===== config.mk =====
export PLATFORM = sky130hd
export DESIGN_NAME = atari_bus_master
export DESIGN_NICKNAME = d
export VERILOG_FILES = /design/src/rtl/atari_bus_master.sv
export SDC_FILE = /design/constraint.sdc
export NUM_CORES = 1
export LEC_CHECK = 0
export BUFFER_PORTS_ARGS = -buffer_cell sky130_fd_sc_hd__buf_2
export CAP_MARGIN = 0
export CORE_MARGIN = 5
export CORE_UTILIZATION = 25
export DETAILED_ROUTE_END_ITERATION = 6
export SYNTH_ARGS = -nofsm -noshare
export SYNTH_HDL_FRONTEND = slang
export SYNTH_SLANG_ARGS = --single-unit

===== constraint.sdc =====
create_clock -name clk -period 2.25 [get_ports clk]
set_input_delay 0.1125 -clock clk [delete_from_list [all_inputs] [get_ports clk]]
set_output_delay 0.1125 -clock clk [all_outputs]
set_load 0.05 [all_outputs]

===== src/rtl/atari_bus_master.sv =====
// Atari 7800 bus-cycle initiator: free-running PHI2, one bus cycle per accepted
// command, registered address/RW/HALT/data outputs and a read-response strobe.
module atari_bus_master #(
  parameter int          CYCLE_CLKS = 15,
  parameter int          PHI1_CLKS  = 7,
  parameter int          WDATA_CLK  = 8,
  parameter int          SAMPLE_CLK = 13,
  parameter logic [15:0] IDLE_ADDR  = 16'h0000
) (
  input  logic        clk,
  input  logic        rst,
  input  logic        cmd_valid,
  output logic        cmd_ready,
  input  logic        cmd_rw,
  input  logic        cmd_dma,
  input  logic [15:0] cmd_addr,
  input  logic [7:0]  cmd_wdata,
  output logic        rsp_valid,
  output logic [7:0]  rsp_data,
  output logic [15:0] a,
  output logic [7:0]  d_out,
  input  logic [7:0]  d_in,
  output logic        d_oe,
  output logic        phi2,
  output logic        rw,
  output logic        halt
);

  localparam logic [4:0] LAST_CNT   = 5'(CYCLE_CLKS - 1);
  localparam logic [4:0] PHI1_CNT   = 5'(PHI1_CLKS);
  localparam logic [4:0] WDATA_CNT  = 5'(WDATA_CLK);
  localparam logic [4:0] SAMPLE_CNT = 5'(SAMPLE_CLK);

  logic [4:0]  cnt;
  logic [4:0]  cnt_nxt;
  logic        slot_rw;
  logic        slot_dma;
  logic [15:0] slot_addr;
  logic [7:0]  slot_wdata;
  logic        act_valid;
  logic [7:0]  act_wdata;
  logic        accept;

  assign accept  = cmd_valid && cmd_ready;
  assign cnt_nxt = (cnt == LAST_CNT) ? 5'd0 : cnt + 5'd1;

  // Outputs are computed from cnt_nxt so each registered output changes
  // exactly when the visible cnt reaches the named count.
  always_ff @(posedge clk or posedge rst) begin
    if (rst) begin
      cnt        <= 5'd0;
      phi2       <= 1'b0;
      rw         <= 1'b1;
      halt       <= 1'b1;
      a          <= IDLE_ADDR;
      d_out      <= 8'h00;
      d_oe       <= 1'b0;
      cmd_ready  <= 1'b1;
      rsp_valid  <= 1'b0;
      rsp_data   <= 8'h00;
      slot_rw    <= 1'b1;
      slot_dma   <= 1'b0;
      slot_addr  <= 16'h0000;
      slot_wdata <= 8'h00;
      act_valid  <= 1'b0;
      act_wdata  <= 8'h00;
    end else begin
      cnt       <= cnt_nxt;
      phi2      <= (cnt_nxt >= PHI1_CNT);
      rsp_valid <= 1'b0;
      if (cnt == LAST_CNT) begin
        d_oe <= 1'b0;
        if (!cmd_ready) begin
          act_valid <= 1'b1;
          a         <= slot_addr;
          rw        <= slot_rw;
          halt      <= !slot_dma;
          act_wdata <= slot_wdata;
          cmd_ready <= 1'b1;
        end else if (cmd_valid) begin
          // Command offered on the wrap clk goes straight into the new cycle.
          act_valid <= 1'b1;
          a         <= cmd_addr;
          rw        <= cmd_rw;
          halt      <= !cmd_dma;
          act_wdata <= cmd_wdata;
        end else begin
          act_valid <= 1'b0;
          a         <= IDLE_ADDR;
          rw        <= 1'b1;
          halt      <= 1'b1;
        end
      end else begin
        if (accept) begin
          slot_rw    <= cmd_rw;
          slot_dma   <= cmd_dma;
          slot_addr  <= cmd_addr;
          slot_wdata <= cmd_wdata;
          cmd_ready  <= 1'b0;
        end
        if (act_valid && !rw && (cnt_nxt == WDATA_CNT)) begin
          d_out <= act_wdata;
          d_oe  <= 1'b1;
        end
        if (act_valid && rw && (cnt == SAMPLE_CNT)) begin
          rsp_data <= d_in;
        end
        if (act_valid && rw && (cnt_nxt == LAST_CNT)) begin
          rsp_valid <= 1'b1;
        end
      end
    end
  end

endmodule


-- Word-level counts from Yosys, hierarchy flattened
Cells that the tools add are included.
- logic and storage cells: 56
- output and inout port bits: 38
- register bits: 78
- input port bits: 37
- bitwise gates (word level): 1
- equality and inequality tests: 5
- add/subtract/negate cells: 1
- order comparisons: 1
- reduce and logical (&&, ||, !) cells: 15
- mux-type cells: 17
- operator list (kind ; count):
    two-way mux 16 bit ; 2
    == test 5 x 4 -> 1 bit, second input constant ; 4
    two-way mux 8 bit ; 2
    two-way mux 1 bit ; 12
    AND reduction 2 bit ; 4
    logical AND 1 bit ; 6
    adder 5 x 1 -> 5 bit, second input constant ; 1
    >= comparator 5 x 3 -> 1 bit, second input constant ; 1
    two-way mux 5 bit ; 1
    nonzero test 2 bit ; 2
    logical NOT 1 bit ; 3
    inequality test 2 bit, second input constant ; 1
    inverter 1 bit ; 1

-- Logic depth before layout (Yosys ltp)
- word-level depth: 6
- depth in mapped cells: 7
- mapped depth without buffers: 6

-- Least setup slack after synthesis
No wires, ideal clock.
- kind: register to register
- start point: reg cnt[0]
- end point: reg d_out[0]
- cell stages (with the launch flop): 7
- arrival: 1.651 ns
- period minus slack after synthesis: 1.776 ns
- path slack: 0.474 ns
- buffers on the path: 0
- library setup time: 0.125 ns
- data required time: 2.125 ns
- path through: dfrtp_1 inv_1 ha_1 nand2b_1 a311o_2 nand4_4 mux2_2
- word-level cells in the longest chain between the ends: 5
- elaborated cells on any way between the ends: 7
- those cells by class: 1 x add/sub; 2 x eq/ne; 1 x mux; 1 x bitwise; 2 x reduce/logical
- RTL lines (what ; line ; RTL):
    start: declaration ; 34 ; logic [4:0] cnt;
    start signal: assignment ; 68 ; cnt <= cnt_nxt;
    adder 5 x 1 -> 5 bit / == test 5 x 4 -> 1 bit (equally long branches) ; 45 ; assign cnt_nxt = (cnt == LAST_CNT) ? 5'd0 : cnt + 5'd1;
    two-way mux 5 bit * ; 45 ;
    named net cnt_nxt[3] ; 35 ; logic [4:0] cnt_nxt;
    == test 5 x 4 -> 1 bit * ; 101 ; if (act_valid && !rw && (cnt_nxt == WDATA_CNT)) begin
    logical AND 1 bit * ; 101 ;
    AND reduction 2 bit (no line) * ; - ;
    end signal: assignment ; 102 ; d_out <= act_wdata;
    end: declaration ; 21 ; output logic [7:0] d_out,
Mark *: on every way through the listed nets, which the timed path passes. The rest lies on a longest branch.
A chain may end at the register's enable or synchronous reset.

-- Worst setup path in the final report
- start point: reg cnt[0]
- end point: reg rsp_data[4]
- word-level cells in the longest chain between the ends: 3
- elaborated cells on any way between the ends: 5
- those cells by class: 2 x eq/ne; 1 x bitwise; 2 x reduce/logical
- RTL lines (what ; line ; RTL):
    == test 5 x 4 -> 1 bit (on tied branches) ; 105, 71 ;
    logical AND 1 bit / inverter 1 bit (equally long branches) ; - ;
    AND reduction 2 bit (no line) * ; - ;
    end signal: assignment ; 106 ; rsp_data <= d_in;
    end: declaration ; 19 ; output logic [7:0] rsp_data,
Every way passes the cells marked *; elsewhere a longest branch is shown, timed or not.

==> impl_metrics.tcl <==
set metrics [dict create \
    tritoncts "done" \
    drive_gt1_share_pct 43.3 \
    ant_nets 0 \
    leakage_nw 1.92 \
    dominantRegCellSynth "dfrtp_1" \
    cts_made_buffers 9 \
    drt_first_iter_violations 63 \
    via_per_inst 4.25 \
    ys_top_cells_by_area "dfrtp_1 (57%), mux2_2 (15%), a22oi_1 (3.5%), dfstp_2 (3.2%), o21ai_0 (2.6%)" \
    slew_viol_final 0 \
    synthArstFlopShare_pct 100 \
    p_per_area_nw_per_um2 926 \
    grt_usage_pct 10.2 \
    io_pins 75 \
    worstPathRequired_ns 2.47 \
    synth_nets 291 \
    die_h_um 124 \
    synth_top_area_cell "dfrtp_1" \
    slowest_stage "dfrtp_1" \
    die_area_sq_um 15300 \
    synth-adder-area-share_pct 1.16 \
    worstPathMaxFanout 8 \
    dpl.hpwl_um 5100 \
    path_cells "inv_1 -> ha_1 -> nor2_1 -> nand3_1 -> nor2_2 -> mux2_2" \
    grt_max_degree 44 \
    syn_inst 251 \
    ir_drop_uv 352 \
    fin_tns_setup_ns 0 \
    tightestPinTransition_ns 0.786 \
    holdWs_ns 0.0193 \
    syn-cell-area_sq_um 3240 \
    ys_seq_area_share_pct 60.5 \
    synthMuxAreaShare_pct 17.5 \
    max_stage_delay_ns 0.43 \
    syn2layout_area_growth_pct 29.1 \
    clock_skew_ns 0.00478 \
    start_util_pct 25.5 \
    synth_edf_count 0 \
    synth_top_family_by_area "multiplexers" \
    route.vias.total 2195 \
    postCtsResizedCells 0 \
    synth_top_area_share_pct 57.2 \
    synth_cell_types 36 \
    clockRootBuffer "clkbuf_16" \
    synth-compound-area-share_pct 9.35 \
    cts_max_level 3 \
    synth_warnings 0 \
    rsz0062_at_grt "no" \
    stdcell_count 516 \
    crit_buf_inv 1 \
    drt_wl_total_um 7390 \
    final_hold_viol_count 0 \
    die_w_um 124 \
    antenna_found_initial 0 \
    crit_type "register to register" \
    yosys_register_bits 78 \
    critPathLaunchType "register" \
    period_needed_ns 1.95 \
    core.rowCount 41 \
    endpoint_kind "register" \
    route.detailed.drc 0 \
    grt_pass1_wl_um 12000 \
    hold_class "primary input to register" \
    avgSynthCellArea_sq_um 12.9 \
    finalSetupViolations 0 \
    overflow 0 \
    yosys.area_share.simple_pct 8.54 \
    crit_family "simple AND/OR/NAND/NOR gates" \
    grt_pass1_vias 2301 \
    io_buffer_count 74 \
    clk_pin_slew_worst_paths_ns 0.06 \
    firstDrtPassIters 4 \
    worstSkewPairLatency_ns 0.33 \
    core_sq_um 12700 \
    fmax_mhz 514 \
    synth_xor_xnor_area_share_pct 0.271 \
    drv_cap 0 \
    clkSinkCount 78 \
    status "completed" \
    max_slew_margin_pct 47.6 \
    routedWlPerCell_um 14.3 \
    finalCritPeriodShare_pct 86.5 \
    final_cell_mix "dfrtp_1 (74), buf_2 (74), mux2_2 (42)" \
    cp.arrival_ns 2.16 \
    routabilityCongestion 0.753 \
    dp.cells 493 \
    num_antenna_cells 0 \
    clk_path_buf_depth 2 \
    fin_nets 379 \
]
==> flip-flops by register name (all words and copies together) (netlist names) <==
name        count
cmd_ready       1
rsp_valid       1
d_out           8
slot_addr      16
cnt             5
slot_rw         1
act_valid       1
halt            1
a              16
rw              1
slot_dma        1
d_oe            1
slot_wdata      8
act_wdata       8
rsp_data        8
phi2            1
==> worst register-to-register path, stage by stage (launching register included) <==
cell and delay [ns]:
dfrtp_1 0.43, inv_1 0.08, ha_1 0.26, nor2_1 0.19
nand3_1 0.11, nor2_2 0.36, mux2_2 0.39
==> Yosys cell counts, drive strengths merged (3+ instances only) <==
cell type  instances
dfrtp             74
mux2              42
nand2             22
o21ai             18
a22oi             15
a21oi             11
nor2              11
mux2i              9
buf                6
inv                6
clkbuf             5
dfstp              4
nand3              4
ha                 3
==> power breakdown <==
| group | internal, W | switching, W | total (W) |
|---|---|---|---|
| clock | 0.000807 | 0.000530 | 0.00134 |
| combinational | 0.000263 | 0.000560 | 0.000823 |
| sequential | 0.00161 | 0.0000993 | 0.00171 |
==> routing by layer <==
layer / track usage [%] / share of wire (%)
met5: 0 / 0
met4: 3.74 / 1.5
met3: 3.86 / 6.6
met2: 15.1 / 45
met1: 13.7 / 47
==> path summary, 6_finish.rpt <==
check | slack (ns) | from | depth (start not counted) | to
worst max-delay path | 0.30 | cnt[0] | 6 | rsp_data[4]
worst min-delay path | 0.02 | d_in[2] | 2 | rsp_data[2]
worst max register to register | 0.30 | cnt[0] | 6 | rsp_data[4]
worst min register to register | 0.48 | a[3] | 2 | a[3]
max in group asynchronous | 1.13 | rst | 4 | rw
min in group asynchronous | 0.41 | rst | 3 | d_out[3]
==> cells by family after synthesis <==
family	count (synthesis)
flip-flops	78
multiplexers	51
AND/OR/NAND/NOR	51
AO/OA/AOI/OAI	49
buffers and inverters	18
adder cells (fa/ha/maj)	3
XOR/XNOR	1
==> through the flow <==
step	power [W]	setup slack [ns]	instance area, sq um	utilization (%)
final	0.00387	0.304	4180	33.0
after global routing	0.00407	0.0979	4180	33.0
after CTS	0.00394	0.284	4180	33.0
after detailed placement	0.00256	0.297	3830	30.3
after global placement	0.00254	0.355	3830	30.3
after floorplan	0.00233	0.149	3240	-
==> layout make-up <==
cell class              count  area, sq um
flip-flops and latches     78         1960
clock buffers              15          268
fillers                  1301         8490
well taps                 172          215
repair buffers             88          505
inverters                   7         27.5
multi-input cells         155         1200
clock inverters             1         5.00
==> what timing repair did <==
item | 4_1_cts | 5_1_grt
endpoints found under the setup margin | 0 | 0
hold buffers | 7 | 0
endpoints found under the hold margin | 40 | 0
buffers inserted | 0 | 0
Note: power is estimated with default switching activity, not from simulation.
